===== config.mk =====
export PLATFORM = sky130hd
export DESIGN_NAME = game_sequencer
export DESIGN_NICKNAME = d
export VERILOG_FILES = /design/src/rtl/game_sequencer.sv
export SDC_FILE = /design/constraint.sdc
export NUM_CORES = 1
export LEC_CHECK = 0
export ABC_AREA = 1
export CORE_MARGIN = 3
export CORE_UTILIZATION = 45
export DETAILED_ROUTE_END_ITERATION = 10
export SLEW_MARGIN = 20
export SYNTH_ARGS = -nofsm -noshare
export SYNTH_HDL_FRONTEND = slang
export SYNTH_SLANG_ARGS = --single-unit

===== constraint.sdc =====
create_clock -name clk -period 8.32 [get_ports clk]
set_input_delay 1.664 -clock clk [delete_from_list [all_inputs] [get_ports clk]]
set_output_delay 1.664 -clock clk [all_outputs]
set_load 0.02 [all_outputs]

===== src/rtl/game_sequencer.sv =====
// Central game scheduler: run/pause/over lifecycle, datapath sync reset,
// and a level-scaled move_tick strobe paced from the snake length.
module game_sequencer #(
    parameter int BASE_PERIOD = 5_000_000,
    parameter int PERIOD_STEP = 500_000,
    parameter int LEVEL_LEN   = 5,
    parameter int MAX_LEVEL   = 7,
    parameter int INIT_CYCLES = 4
) (
    input  logic       clk,
    input  logic       nrst,
    input  logic       start_pb,
    input  logic       pause_pb,
    input  logic       goodColl,
    input  logic       badColl,
    input  logic       isGameComplete,
    input  logic [7:0] curr_length,
    output logic       sync,
    output logic       move_tick,
    output logic       apple_req,
    output logic [1:0] state,
    output logic       game_over,
    output logic       paused,
    output logic [3:0] level
);

    localparam int PW = $clog2(BASE_PERIOD + 1);
    localparam int IW = (INIT_CYCLES > 1) ? $clog2(INIT_CYCLES) : 1;

    typedef enum logic [2:0] {
        S_IDLE,
        S_INIT,
        S_RUN,
        S_PAUSE,
        S_OVER
    } fsm_t;

    fsm_t          fsm;
    logic          start_q;
    logic          pause_q;
    logic          good_q;
    logic [IW-1:0] init_cnt;
    logic [PW-1:0] tick_cnt;
    logic [PW-1:0] period;
    logic [7:0]    quot;
    logic [3:0]    lvl_next;
    logic          start_e;
    logic          pause_e;
    logic          good_e;
    logic          tick_last;
    logic          end_game;

    assign start_e  = start_pb & ~start_q;
    assign pause_e  = pause_pb & ~pause_q;
    assign good_e   = goodColl & ~good_q;
    assign end_game = badColl | isGameComplete;

    assign quot      = curr_length / 8'(LEVEL_LEN);
    assign lvl_next  = (quot > 8'(MAX_LEVEL)) ? 4'(MAX_LEVEL) : quot[3:0];
    assign period    = PW'(BASE_PERIOD - int'(level) * PERIOD_STEP);
    // >= rather than == so a mid-count level bump cannot skip the wrap
    assign tick_last = (tick_cnt >= period - PW'(1));

    always_ff @(posedge clk or negedge nrst) begin
        if (!nrst) begin
            fsm       <= S_IDLE;
            start_q   <= 1'b1;
            pause_q   <= 1'b1;
            good_q    <= 1'b1;
            init_cnt  <= '0;
            tick_cnt  <= '0;
            sync      <= 1'b0;
            move_tick <= 1'b0;
            apple_req <= 1'b0;
            state     <= 2'd0;
            game_over <= 1'b0;
            paused    <= 1'b0;
            level     <= 4'd0;
        end else begin
            start_q   <= start_pb;
            pause_q   <= pause_pb;
            good_q    <= goodColl;
            level     <= lvl_next;
            move_tick <= 1'b0;
            apple_req <= 1'b0;
            case (fsm)
                S_IDLE: begin
                    if (start_e) begin
                        fsm      <= S_INIT;
                        state    <= 2'd1;
                        sync     <= 1'b1;
                        init_cnt <= '0;
                    end
                end
                S_INIT: begin
                    if (init_cnt == IW'(INIT_CYCLES - 1)) begin
                        fsm      <= S_RUN;
                        state    <= 2'd2;
                        sync     <= 1'b0;
                        tick_cnt <= '0;
                    end else begin
                        init_cnt <= init_cnt + IW'(1);
                    end
                end
                S_RUN: begin
                    if (end_game) begin
                        fsm       <= S_OVER;
                        state     <= 2'd0;
                        game_over <= 1'b1;
                    end else begin
                        apple_req <= good_e;
                        if (pause_e) begin
                            fsm    <= S_PAUSE;
                            state  <= 2'd3;
                            paused <= 1'b1;
                        end else if (tick_last) begin
                            move_tick <= 1'b1;
                            tick_cnt  <= '0;
                        end else begin
                            tick_cnt <= tick_cnt + PW'(1);
                        end
                    end
                end
                S_PAUSE: begin
                    if (start_e) begin
                        fsm      <= S_INIT;
                        state    <= 2'd1;
                        sync     <= 1'b1;
                        paused   <= 1'b0;
                        init_cnt <= '0;
                    end else if (pause_e) begin
                        fsm    <= S_RUN;
                        state  <= 2'd2;
                        paused <= 1'b0;
                    end
                end
                S_OVER: begin
                    if (start_e) begin
                        fsm       <= S_INIT;
                        state     <= 2'd1;
                        sync      <= 1'b1;
                        game_over <= 1'b0;
                        init_cnt  <= '0;
                    end
                end
                default: begin
                    fsm       <= S_IDLE;
                    state     <= 2'd0;
                    sync      <= 1'b0;
                    game_over <= 1'b0;
                    paused    <= 1'b0;
                end
            endcase
        end
    end

endmodule


# --- After elaboration in Yosys (flattened, before gate mapping) ---
# Index checks and enable logic that the tools add are counted.
op_classes:
  add_sub_neg: 4
  mul: 1
  div: 1
  order_cmp: 2
  n_eq_ne: 16
  shifts: 0
  muxes: 40
  bitwise_logic: 10
  reduce_logical: 13
op_table:
  columns: ["op", "count"]
  rows:
  - ["$mux W23", 4]
  - ["$pmux W23 S2", 1]
  - ["$add A23 B1 Y23 const B", 1]
  - ["$ge A23 B23 Y1", 1]
  - ["$sub A23 B1 Y23 const B", 1]
  - ["$sub A23 B23 Y23 const A", 1]
  - ["$mul A4 B14 Y18 const B", 1]
  - ["$mux W3", 6]
  - ["$mux W2", 8]
  - ["$mux W1", 14]
  - ["$ne A2 B2 Y1 const B", 7]
  - ["$pmux W3 S4", 1]
  - ["$reduce_and A4 Y1", 3]
  - ["$pmux W1 S3", 3]
  - ["$reduce_and A3 Y1", 3]
  - ["$reduce_or A3 Y1", 3]
  - ["$div A8 B3 Y8 const B", 1]
  - ["$gt A8 B3 Y1 const B", 1]
  - ["$pmux W2 S4", 1]
  - ["$eq A3 B2 Y1 const B", 2]
  - ["$ne A3 B3 Y1 const B", 2]
  - ["$not A1 Y1", 6]
  - ["$mux W4", 1]
  - ["$ne A2 B1 Y1 const B", 2]
  - ["other kinds (10)", 13]
totals:
  regBits: 42
  latch_bits: 0
  ramBits: 0
  romBits: 0
  inputBits: 15
  output_inout_bits: 11
  word_cells: 100
  memories: 0

# --- Depth between registers and ports, before layout ---
# Gate-level depths: netlist of run 1.
logic_depth:
  word_depth: 8
  ltp_mapped: 25
  ltp_nobuf: 25

# --- Worst setup path before layout of run 1 ---
# Ideal clock, no wire load.
synth_path:
  kind: "flip-flop to flip-flop"
  start: "reg level[1]"
  end: "reg tick_cnt[19]"
  setup_ns: 0.082
  t_arrival_ns: 4.131
  required_ns: 8.238
  path_slack_ns: 4.107
  stages_incl_launch_ff: 18
  path_buffers: 1
  path_cell_list: "dfrtp_1 -> inv_1 -> ha_1 -> inv_1 -> fa_1 -> fa_1 -> nand2_1 -> a21oi_1 -> xor2_1 -> ha_1 -> nand2_1 -> nor3_1 -> a2111oi_0 -> nand2_1 -> a21oi_1 -> nand3_1 -> buf_2 -> o22ai_1"
synth_via:
  elab_chain_cells: 8
synth_rtl:
  columns: ["element", "line_no", "rtl"]
  rows:
  - ["start, declared", "24", "output logic [3:0] level"]
  - ["start signal, assigned", "83", "level <= lvl_next;"]
  - ["$mul A4 B14 Y18", "60", "assign period = PW'(BASE_PERIOD - int'(level) * PERIOD_STEP);"]
  - ["$sub A23 B23 Y23", "60", null]
  - ["$sub A23 B1 Y23", "62", "assign tick_last = (tick_cnt >= period - PW'(1));"]
  - ["$ge A23 B23 Y1", "62", null]
  - ["$mux W23", "116", "end else if (tick_last) begin"]
  - ["$mux W23", "112", "if (pause_e) begin"]
  - ["$mux W23", "106", "if (end_game) begin"]
  - ["$pmux W23 S2", "86", "case (fsm)"]
  - ["end signal, assigned", "120", "tick_cnt <= tick_cnt + PW'(1);"]
  - ["end, declared", "43", "logic [PW-1:0] tick_cnt;"]
# No other way between the ends. The select of a mux whose other input is x is not followed.
# A chain may end at the register's enable or synchronous reset.

# --- Worst setup path after layout of run 1 ---
layout_path:
  start: "reg level[1]"
  end: "reg tick_cnt[7]"
# The elaborated chain is that of the path after synthesis.

==> qor_table.md, run 1 <==
| Result | Reported |
|:---|:---|
| Worst hold slack across all endpoints | 482 ps |
| Top library cells by usage in the layout, fill and taps aside | sky130_fd_sc_hd__nand2_1 (92), sky130_fd_sc_hd__inv_1 (75), sky130_fd_sc_hd__ha_1 (39) |
| Starting utilization of the core area | 47.9% |
| Fraction of registers with async set/reset | 100% |
| Final count of hold timing violations | 0 |
| Total global routing track utilization | 18.4% |
| Class of the worst hold path | reg -> reg |
| Worst-case clock skew | 8.62 ps |
| Setup tns final | 0 ps |
| Number of warnings printed during yosys synthesis | 0 |
| Max Cap Viol | 0 |
| Depth of the CTS H-tree | 2 |
| CTS tree | done |
| Maximum number of pins on one net before global-route repair | 41 |
| Maximum root-to-sink buffer count | 2 |
| Weighted congestion reported at the end of routability-driven placement | 0.860 |
| End-of-flow core utilization | 54.1% |
| Post-synthesis sequential area ratio | 28.0% |
| Clock latency at the later pin of the worst-skew pair | 290 ps |
| Worst setup SP type | register |
| Initial antenna violation count | 0 |
| Final std cell area, no fill | 4050 um^2 |
| Num ports | 26 |
| Net count of the mapped netlist | 538 |
| Outcome | finished clean |
| Area of the mapped netlist | 3580 um^2 |
| Transition at the pin with the smallest max-transition slack | 915 ps |
| Min cycle time layout | 4990 ps |
| Crit path arrival time | 5210 ps |
| CTS Sinks | 40 |
| Final #Nets | 567 |
| Finished Layout Cells | 608 |
| Global-route wire length before repair | 13.4 mm |
| Total wirelength of the detailed-routed design | 7.46 mm |
| Fraction of final layout cells sized beyond drive strength 1 | 8.84% |
| Final cycle utilization of the critical path | 60.0% |
| Power density relative to cell area | 213 nW/um^2 |
| Overall overflow remaining after global route | 0 |
| Synthesized area per cell | 7.48 um^2 |
| WS Path Type | reg -> reg |
| Filler Cell Count | 739 |
| Cell variety after synth | 37 |
| Ant diodes | 0 |
| Clock slew seen by the registers of the worst setup and hold paths | 80 ps |
| Half-perimeter wire length after placement | 5.89 mm |
| Input/output buffers | 25 |
| Buffer type at the clock tree root | sky130_fd_sc_hd__clkbuf_8 |
| Number of placement rows | 31 |
| DRC violation total after the first TritonRoute iteration | 126 |
| Floorplan die width | 95.3 um |
| TritonCTS buffer count | 5 |
| Total die area | 9070 um^2 |
| Number of global-route vias before repair | 3058 |
| Detailed Routing Iterations Pass 1 | 4 |
| Highest attainable clock frequency | 0.200 GHz |
| Most common library cell in the layout ignoring fill and taps | sky130_fd_sc_hd__nand2_1 |
| Number of synthesized register bits | 40 |
| Ratio of routed vias to standard cells | 5.05 |
| Synth-to-Final Area Change | 12.9% |
| Setup Viol. Count Final | 0 |
| Leakage power total | 1.97 nW |
| Prevailing post-synth register cell | sky130_fd_sc_hd__dfrtp_1 |
| Resize count post-CTS | 0 |
| Unrepaired setup endpoints after global routing | false |
| Synthesized instance count | 479 |
| Vertical extent of the die | 95.3 um |
| Highest ir drop seen on vdd | 157 uV |
| Per-cell routed wire length | 12.3 um |
| Count of vias placed by the detailed router | 3073 |
| Required time of the worst setup path | 8540 ps |
| Total placed instance area | 3940 um^2 |
| Total setup buffers inserted after CTS | 0 |
| Instance count along the most critical hold path | 1 |
| EDFF count, synth | 0 |
| Headroom to the max-slew limit | 39.0% |
| Final-report max-slew violation count | 0 |
| Remaining DRCs | 0 |
| CTS Hold Buffers Added | 0 |
| Antenna Violating Nets Remaining | 0 |
| CP Max Fanout | 15 |
| Worst Setup End Kind | register |
| R2R cell count | 18 |
| Core Area | 7490 um^2 |
| Placed Cells | 600 |
logic make-up (layout without fill, tap and decap cells):
group / count (synthesis) / count (layout) / synth area share [%]
flip-flops: 40 / 40 / 28.0
AO/OA/AOI/OAI: 69 / 69 / 10.7
other: 1 / 1 / 0.105
AND/OR/NAND/NOR: 210 / 210 / 27.9
XOR/XNOR: 33 / 33 / 8.06
buffers and inverters: 82 / 112 / 8.83
adder cells (fa/ha/maj): 44 / 44 / 16.4
power breakdown:
group | internal, mW | leakage [nW] | total (mW) | switching, mW
Clock | 0.0888 | 0.0541 | 0.160 | 0.0708
Sequential | 0.217 | 0.521 | 0.239 | 0.0216
Combinational | 0.181 | 1.40 | 0.464 | 0.283
Total | 0.487 | 1.97 | 0.862 | 0.375
path summary, 6_finish.rpt:
kind                                     from                        to  slack [ps]
setup / recovery           level[1]$_DFF_PN0_   tick_cnt[7]$_DFFE_PN0P_        3330
hold / removal               good_q$_DFF_PN1_       apple_req$_DFF_PN0_         480
setup reg to reg           level[1]$_DFF_PN0_   tick_cnt[7]$_DFFE_PN0P_        3330
hold reg to reg              good_q$_DFF_PN1_       apple_req$_DFF_PN0_         480
max in group asynchronous                nrst        level[3]$_DFF_PN0_        6240
min in group asynchronous                nrst  tick_cnt[12]$_DFFE_PN0P_        1490
registers in the layout (all words and copies together), names as in the netlist:
signal	count
good_q	1
game_over	1
init_cnt	2
pause_q	1
state	1
fsm	2
apple_req	1
tick_cnt	23
paused	1
level	4
move_tick	1
start_q	1
sync	1
per-layer routing:
layer	routed length, um	global-route usage, %	vias up
met5	0	0	-
met4	80	4.57	0
li1	-	-	1627
met2	3600	32.1	35
met3	169	2.84	8
met1	3600	23.7	1403
cell type report:
| type | count | area [um^2] | area share, % |
|---|---|---|---|
| multi-input combinational | 357 | 2260 | 55.9 |
| sequential | 40 | 1000 | 24.8 |
| inverter | 78 | 293 | 7.23 |
| timing repair buffer | 26 | 253 | 6.24 |
| tap | 99 | 124 | 3.06 |
| clock buffer | 5 | 68.8 | 1.70 |
| clock inverter | 3 | 42.5 | 1.05 |
synth_stat cells, types with 7 or more instances:
cell type	number	area share, %
sky130_fd_sc_hd__nand3_1	26	3.6
sky130_fd_sc_hd__nand2_2	11	1.9
sky130_fd_sc_hd__nand3_2	7	2.0
sky130_fd_sc_hd__o22ai_1	12	2.1
sky130_fd_sc_hd__nor3_1	12	1.7
sky130_fd_sc_hd__nand2_1	92	9.6
sky130_fd_sc_hd__o21ai_0	23	3.2
sky130_fd_sc_hd__inv_1	75	7.9
sky130_fd_sc_hd__ha_1	39	14
sky130_fd_sc_hd__xor2_1	28	6.8
sky130_fd_sc_hd__a21oi_1	25	3.5
sky130_fd_sc_hd__nand4_1	12	2.1
sky130_fd_sc_hd__dfrtp_1	37	26
sky130_fd_sc_hd__nor2_1	36	3.8
metrics by stage:
stage | setup WS [ps] | total power, mW
after global routing | 2750 | 0.960
after detailed placement | 3260 | 0.710
after CTS | 3260 | 0.875
final | 3330 | 0.862
after floorplan | 4110 | 0.596
after global placement | 3440 | 0.703
worst max-delay path: stages (launching register included):
cell and delay (ps):
sky130_fd_sc_hd__dfrtp_1 630, sky130_fd_sc_hd__inv_1 230, sky130_fd_sc_hd__ha_1 340, sky130_fd_sc_hd__inv_1 100, sky130_fd_sc_hd__fa_1 470, sky130_fd_sc_hd__fa_1 600, sky130_fd_sc_hd__nand2_1 60, sky130_fd_sc_hd__a21oi_1 180
sky130_fd_sc_hd__xor2_1 170, sky130_fd_sc_hd__ha_1 250, sky130_fd_sc_hd__nand2_1 110, sky130_fd_sc_hd__nor3_1 60, sky130_fd_sc_hd__a2111oi_0 400, sky130_fd_sc_hd__nand2_1 100, sky130_fd_sc_hd__a21oi_1 180, sky130_fd_sc_hd__nand3_1 460
sky130_fd_sc_hd__inv_1 380, sky130_fd_sc_hd__nand3_1 110, sky130_fd_sc_hd__o21ai_0 80
Power figures use the tool's default switching activity.
==> run 2, diff against run 1 <==
Settings changed: PLACE_DENSITY set to 0.66.
Clock period 8.32 ns to 4.2 ns, I/O delays scaled along.
==> qor_table.md, run 2 (same netlist as run 1, synthesis figures left out) <==
| Result | Reported | Change |
|:---|:---|:---|
| Core Area | 7490 um^2 | unchanged |
| Worst Setup End Kind | register |  |
| Outcome | finished clean |  |
| Final #Nets | 581 | +2.5% |
| Setup Viol. Count Final | 0 | unchanged |
| Most common library cell in the layout ignoring fill and taps | sky130_fd_sc_hd__nand2_1 |  |
| Worst-case clock skew | 9.37 ps | +0.752 ps |
| CTS Hold Buffers Added | 0 | unchanged |
| Total Power Consumption | 1.87 mW | +120% |
| TritonCTS buffer count | 5 | unchanged |
| Crit path arrival time | 4180 ps | -1030 ps |
| Total wirelength of the detailed-routed design | 7.94 mm | +6.5% |
| Class of the worst hold path | reg -> reg |  |
| Vertical extent of the die | 95.3 um | unchanged |
| Cells along the critical path | buf_6 -> ha_1 -> ha_1 -> ha_2 -> inv_2 -> fa_1 -> nand2_1 -> a21oi_2 -> xor2_1 -> ha_1 -> nand2_2 -> nor3_1 -> a2111oi_1 -> nand2_1 -> a21oi_2 -> nand3_4 -> buf_8 -> o21ai_0 |  |
| Number of flip-flops in the largest register | 23 | unchanged |
| Overall overflow remaining after global route | 0 | unchanged |
| Filler Cell Count | 688 | -6.9% |
| Total die area | 9070 um^2 | unchanged |
| Highest attainable clock frequency | 0.252 GHz | +26% |
| Critical path's slowest cell | sky130_fd_sc_hd__fa_1 |  |
| Ant diodes | 0 | unchanged |
| Area occupied by registers | 1010 um^2 | +0.12% |
| Starting utilization of the core area | 47.9% | unchanged |
| Area of the multi-input gates | 2340 um^2 | +3.4% |
| Final cycle utilization of the critical path | 94.5% | +34 points |
| Count of vias placed by the detailed router | 3197 | +4.0% |
| Required time of the worst setup path | 4420 ps | -4120 ps |
| Num ports | 26 | unchanged |
| Detailed Routing Iterations Pass 1 | 5 | +1 |
| Synth-to-Final Area Change | 19.0% |  |
| DRC violation total after the first TritonRoute iteration | 176 | +40% |
| CP Max Fanout | 7 | -8 |
| Final-report max-slew violation count | 0 | unchanged |
| Headroom to the max-slew limit | 38.7% | -0.32 points |
| Total global routing track utilization | 18.3% | -0.082 points |
| Power density relative to cell area | 437 nW/um^2 | +110% |
| Per-cell routed wire length | 12.8 um | +4.1% |
| CP Buf/Inv Count | 3 | unchanged |
| Min cycle time layout | 3970 ps | -1020 ps |
| Leakage power total | 2.06 nW | +4.4% |
| Transition at the pin with the smallest max-transition slack | 920 ps | +4.80 ps |
| Worst setup SP type | register |  |
| Antenna Violating Nets Remaining | 0 | unchanged |
| Initial antenna violation count | 0 | unchanged |
| Maximum root-to-sink buffer count | 2 | unchanged |
| Fraction of final layout cells sized beyond drive strength 1 | 14.9% | +6.1 points |
| Number of placement rows | 31 | unchanged |
| Remaining DRCs | 0 | unchanged |
| Register bank with the most flops | tick_cnt |  |
| Half-perimeter wire length after placement | 6.11 mm | +3.8% |
| Ratio of routed vias to standard cells | 5.14 | +1.7% |
| Largest registers ranked by flip-flop count | tick_cnt: 23 flops, level: 4 flops |  |
| CTS tree | done |  |
| Buffer type at the clock tree root | sky130_fd_sc_hd__clkbuf_8 |  |
| Input/output buffers | 25 | unchanged |
| CTS Sinks | 40 | unchanged |
| Delay of the slowest cell on the worst path | 570 ps | -60 ps |
| Gate family responsible for the most delay along the worst path | adder cells |  |
| Top library cells by usage in the layout, fill and taps aside | sky130_fd_sc_hd__nand2_1 (89), sky130_fd_sc_hd__inv_1 (72), sky130_fd_sc_hd__ha_1 (37) |  |
| Clock slew seen by the registers of the worst setup and hold paths | 80 ps | about the same |
| WS Path Type | reg -> reg |  |
| Final count of hold timing violations | 0 | unchanged |
| Maximum number of pins on one net before global-route repair | 41 | unchanged |
| Floorplan die width | 95.3 um | unchanged |
| Highest ir drop seen on vdd | 378 uV | +140% |
| Number of global-route vias before repair | 3085 | +0.88% |
| Depth of the CTS H-tree | 2 | unchanged |
| Global-route wire length before repair | 13.3 mm | -0.72% |
| Worst hold slack across all endpoints | 482 ps | -0.0480 ps |
| Clock latency at the later pin of the worst-skew pair | 300 ps | about the same |
| CP dominant cell by count | sky130_fd_sc_hd__ha_1 |  |
| Max Cap Viol | 0 | unchanged |
| Weighted congestion reported at the end of routability-driven placement | 0.850 | -1.2% |
run 2: changes by cell type in the layout (fill, tap and decap cells not counted), sizes merged:
cell,delta
buf,+13
clkbuf,+2
clkinvlp,-1
run 2: final timing paths:
kind	depth (start not counted)	endpoint	startpoint	slack [ps]
worst max-delay path	18	tick_cnt[10]$_DFFE_PN0P_	level[1]$_DFF_PN0_	230
worst min-delay path	1	apple_req$_DFF_PN0_	good_q$_DFF_PN1_	480
worst max register to register	18	tick_cnt[10]$_DFFE_PN0P_	level[1]$_DFF_PN0_	230
worst min register to register	1	apple_req$_DFF_PN0_	good_q$_DFF_PN1_	480
max in group asynchronous	1	level[1]$_DFF_PN0_	nrst	2890
min in group asynchronous	1	tick_cnt[22]$_DFFE_PN0P_	nrst	670
run 2: layout make-up:
| type | instances | area share [%] |
|---|---|---|
| inverter | 78 | 6.92 |
| multi-input combinational | 357 | 54.9 |
| sequential | 40 | 23.6 |
| timing repair buffer | 40 | 9.15 |
| clock inverter | 2 | 0.822 |
| tap | 99 | 2.90 |
| clock buffer | 6 | 1.70 |
run 2: metal layers:
metal | up-vias | part of all wire [%] | GRT usage (%)
met5 | - | 0 | 0
met1 | 1478 | 47 | 23.6
met2 | 50 | 49 | 31.3
met4 | 0 | 1.1 | 4.33
met3 | 9 | 3.3 | 3.87
li1 | 1660 | - | -
run 2: stage by stage:
stage          cell area, um^2  setup WS, ps  TNS [ps]  std cells  utilization, %
5_1_grt                   4260         -9.86     -23.4        622            57.0
6_report                  4260           230         0        622            57.0
4_1_cts                   4110         -5.25     -5.25        616            54.9
2_1_floorplan             3590           111         0        479               -
3_5_place_dp              4000         -7.86     -7.86        608            53.4
3_3_place_gp              4000          95.7         0        608            53.4
run 2: power by group:
group | internal, mW | switching (mW)
Clock | 0.177 | 0.142
Combinational | 0.443 | 0.635
Sequential | 0.430 | 0.0379
run 2: timing repair:
action	4_1_cts	5_1_grt
gates resized for setup	1	28
endpoints found under the setup margin	2	24
pin swaps	0	19
endpoints found under the hold margin	0	0
buffers inserted	0	5
gates cloned	0	1
==> run 3, diff against run 2 <==
Settings changed: PLACE_DENSITY 0.66 to not set, REMOVE_ABC_BUFFERS set to 1.
Clock period 4.2 ns to 4.14 ns, I/O delays scaled along.
==> qor_table.md, run 3 (same netlist as run 1, synthesis figures left out) <==
| Result | Reported | Change |
|:---|:---|:---|
| Outcome | finished clean |  |
| Share of total power in the clock network | 17.3% | +0.2 points |
| Fraction of final layout cells sized beyond drive strength 1 | 16.2% | +1.3 points |
| Worst setup SP type | register |  |
| Number of placement rows | 31 | unchanged |
| Clock slew seen by the registers of the worst setup and hold paths | 90 ps | about the same |
| Weighted congestion reported at the end of routability-driven placement | 0.876 | +3.1% |
| CP Buf/Inv Count | 3 | unchanged |
| Total placed instance area | 4020 um^2 | +0.53% |
| Count of vias placed by the detailed router | 3170 | -0.84% |
| Per-cell routed wire length | 12.6 um | -1.2% |
| Depth of the CTS H-tree | 2 | unchanged |
| Critical path's slowest cell | sky130_fd_sc_hd__fa_1 |  |
| CTS Sinks | 40 | unchanged |
| Worst Setup End Kind | register |  |
| Synth-to-Final Area Change | 19.2% |  |
| Largest registers ranked by flip-flop count | tick_cnt: 23 flops, level: 4 flops |  |
| WS Path Type | reg -> reg |  |
| Portion of total power attributed to sequential cells | 25.0% | about the same |
| Overall overflow remaining after global route | 0 | unchanged |
| Setup tns final | 0 ps | unchanged |
| Remaining DRCs | 0 | unchanged |
| Ratio of routed vias to standard cells | 5.09 | -1.0% |
| Required time of the worst setup path | 4390 ps | -30 ps |
| TritonCTS buffer count | 5 | unchanged |
| Class of the worst hold path | reg -> reg |  |
| Placed Cells | 611 | +0.49% |
| Antenna Violating Nets Remaining | 0 | unchanged |
| Final count of hold timing violations | 0 | unchanged |
| Half-perimeter wire length after placement | 6.08 mm | -0.41% |
| Total die area | 9070 um^2 | unchanged |
| Filler Cell Count | 701 | +1.9% |
| Buffer type at the clock tree root | sky130_fd_sc_hd__clkbuf_8 |  |
| Num ports | 26 | unchanged |
| Max Cap Viol | 0 | unchanged |
| Startpoint of the most critical register-to-register path | level[2]$_DFF_PN0_ |  |
| Post-Place Worst Slack | -80.4 ps | -72.6 ps |
| Hold Crit Start | good_q$_DFF_PN1_ |  |
| Setup slack after layout | 240 ps | +9.64 ps |
| DRC violation total after the first TritonRoute iteration | 123 | -30% |
| Maximum root-to-sink buffer count | 2 | unchanged |
| Unrepaired setup endpoints after global routing | true |  |
| Leakage power total | 2.06 nW | -0.17% |
| Internal power component | 1.07 mW | +1.5% |
| Portion of total power attributed to combinational logic | 57.7% | about the same |
| Number of flip-flops in the largest register | 23 | unchanged |
| Finished Layout Cells | 623 | +0.16% |
| CP dominant cell by count | sky130_fd_sc_hd__nand2_1 |  |
| Highest ir drop seen on vdd | 347 uV | -8.1% |
| Total global routing track utilization | 18.9% | +0.53 points |
| Worst-case clock skew | 9.64 ps | +0.269 ps |
| Maximum number of pins on one net before global-route repair | 41 | unchanged |
| Final #Nets | 582 | +0.17% |
| CTS tree | done |  |
| Setup Viol. Count Final | 0 | unchanged |
| CP Max Fanout | 7 | unchanged |
| Number of global-route vias before repair | 3102 | +0.55% |
| Worst Setup SP | level[2]$_DFF_PN0_ |  |
| Global-route wire length before repair | 13.7 mm | +2.6% |
| Highest attainable clock frequency | 0.256 GHz | +1.8% |
| Final std cell area, no fill | 4270 um^2 | +0.23% |
| Final-report max-slew violation count | 0 | unchanged |
| Switching Fraction | 43.6% | -0.11 points |
| Delay of the slowest cell on the worst path | 540 ps | -30 ps |
| Ant diodes | 0 | unchanged |
| Starting utilization of the core area | 47.9% | unchanged |
| Min cycle time layout | 3900 ps | -69.6 ps |
| Detailed Routing Iterations Pass 1 | 4 | -1 |
| Power density relative to cell area | 442 nW/um^2 | +1.1% |
| Area occupied by registers | 1010 um^2 | unchanged |
| Clock latency at the later pin of the worst-skew pair | 300 ps | about the same |
| Gate family responsible for the most delay along the worst path | adder cells |  |
| Core Area | 7490 um^2 | unchanged |
| Initial antenna violation count | 0 | unchanged |
| Register bank with the most flops | tick_cnt |  |
| Crit path arrival time | 4150 ps | -30 ps |
| Total wirelength of the detailed-routed design | 7.86 mm | -1.1% |
| Net switching power | 0.824 mW | +1.1% |
| Cells along the critical path | fa_1 -> inv_1 -> fa_1 -> inv_2 -> ha_4 -> nand3_2 -> nand2_2 -> a21oi_2 -> o21ai_1 -> xor2_1 -> nand2_1 -> nor2_1 -> xor2_1 -> ha_1 -> nand2_2 -> o21ai_2 -> a21oi_2 -> nand3_2 -> buf_6 -> nor2_2 -> nand2_1 -> nand2_1 |  |
| Top library cells by usage in the layout, fill and taps aside | sky130_fd_sc_hd__nand2_1 (89), sky130_fd_sc_hd__inv_1 (72), sky130_fd_sc_hd__ha_1 (38) |  |
| Headroom to the max-slew limit | 38.6% | -0.042 points |
| Area of the multi-input gates | 2360 um^2 | +0.85% |
| Vertical extent of the die | 95.3 um | unchanged |
| Most common library cell in the layout ignoring fill and taps | sky130_fd_sc_hd__nand2_1 |  |
| Floorplan die width | 95.3 um | unchanged |
| Final cycle utilization of the critical path | 94.2% | -0.31 points |
| Transition at the pin with the smallest max-transition slack | 921 ps | +0.629 ps |
| Input/output buffers | 25 | unchanged |
-- run 3: cell count changes in the layout (fill, tap and decap cells not counted), moves of 2 or more --
cell,previous run,this run
sky130_fd_sc_hd__o21ai_0,20,16
sky130_fd_sc_hd__o21ai_1,4,7
sky130_fd_sc_hd__o22ai_1,12,9
sky130_fd_sc_hd__o22ai_2,0,3
sky130_fd_sc_hd__buf_4,11,13
sky130_fd_sc_hd__nand3_2,8,10
-- run 3: repair_timing --
action                     4_1_cts  5_1_grt
resized for setup                6       33
setup endpoints to repair       19       24
gates cloned                     1        0
hold buffers                     0        0
pin swaps                        3       12
setup buffers                    0        3
-- run 3: metal layers --
metal | routed length [um] | global-route usage [%]
met1 | 3800 | 24.7
met3 | 208 | 3.16
met2 | 3720 | 32.2
met4 | 134 | 4.93
met5 | 0 | 0
-- run 3: path summary, 6_finish.rpt --
| path | endpoint | slack [ps] | depth (start not counted) |
|---|---|---|---|
| worst min-delay path | apple_req$_DFF_PN0_ | 480 | 1 |
| max in group asynchronous | level[2]$_DFF_PN0_ | 2860 | 1 |
| worst max-delay path | tick_cnt[18]$_DFFE_PN0P_ | 240 | 22 |
| min in group asynchronous | tick_cnt[22]$_DFFE_PN0P_ | 650 | 1 |
| worst max register to register | tick_cnt[18]$_DFFE_PN0P_ | 240 | 22 |
| worst min register to register | apple_req$_DFF_PN0_ | 480 | 1 |
-- run 3: area by class of cell --
class,instances,area share [%]
Sequential cell,40,23.5
Tap cell,99,2.90
Clock buffer,5,1.61
Inverter,78,6.91
Multi-Input combinational cell,357,55.2
Timing Repair Buffer,41,8.81
Clock inverter,3,0.995
-- run 3: power by group through the flow --
stage	clock (mW)	sequential, mW	combinational [mW]
global route	0.358	0.480	1.23
detailed placement	0	0.479	0.998
finish	0.328	0.473	1.09
CTS	0.343	0.472	1.01
global placement	0	0.478	0.984
floorplan	0	0.507	0.675
-- run 3: per-stage QoR --
stage               power, mW  util, %  hold slack [ps]
CTS                      1.83     55.6              490
floorplan                1.18        -              457
global route             2.07     57.1              530
global placement         1.46     53.7              462
detailed placement       1.48     53.7              469
finish                   1.89     57.1              483
-- run 3: worst register-to-register path: cells and delay by family (launching register included) --
family,cells,cell delay [ps]
AOI/OAI and AO/OA,4,400
xor gates and xnor gates,2,360
adders and majority gates,4,1600
buffers and inverters,3,290
DFF,1,440
and+or+nand+nor,9,780
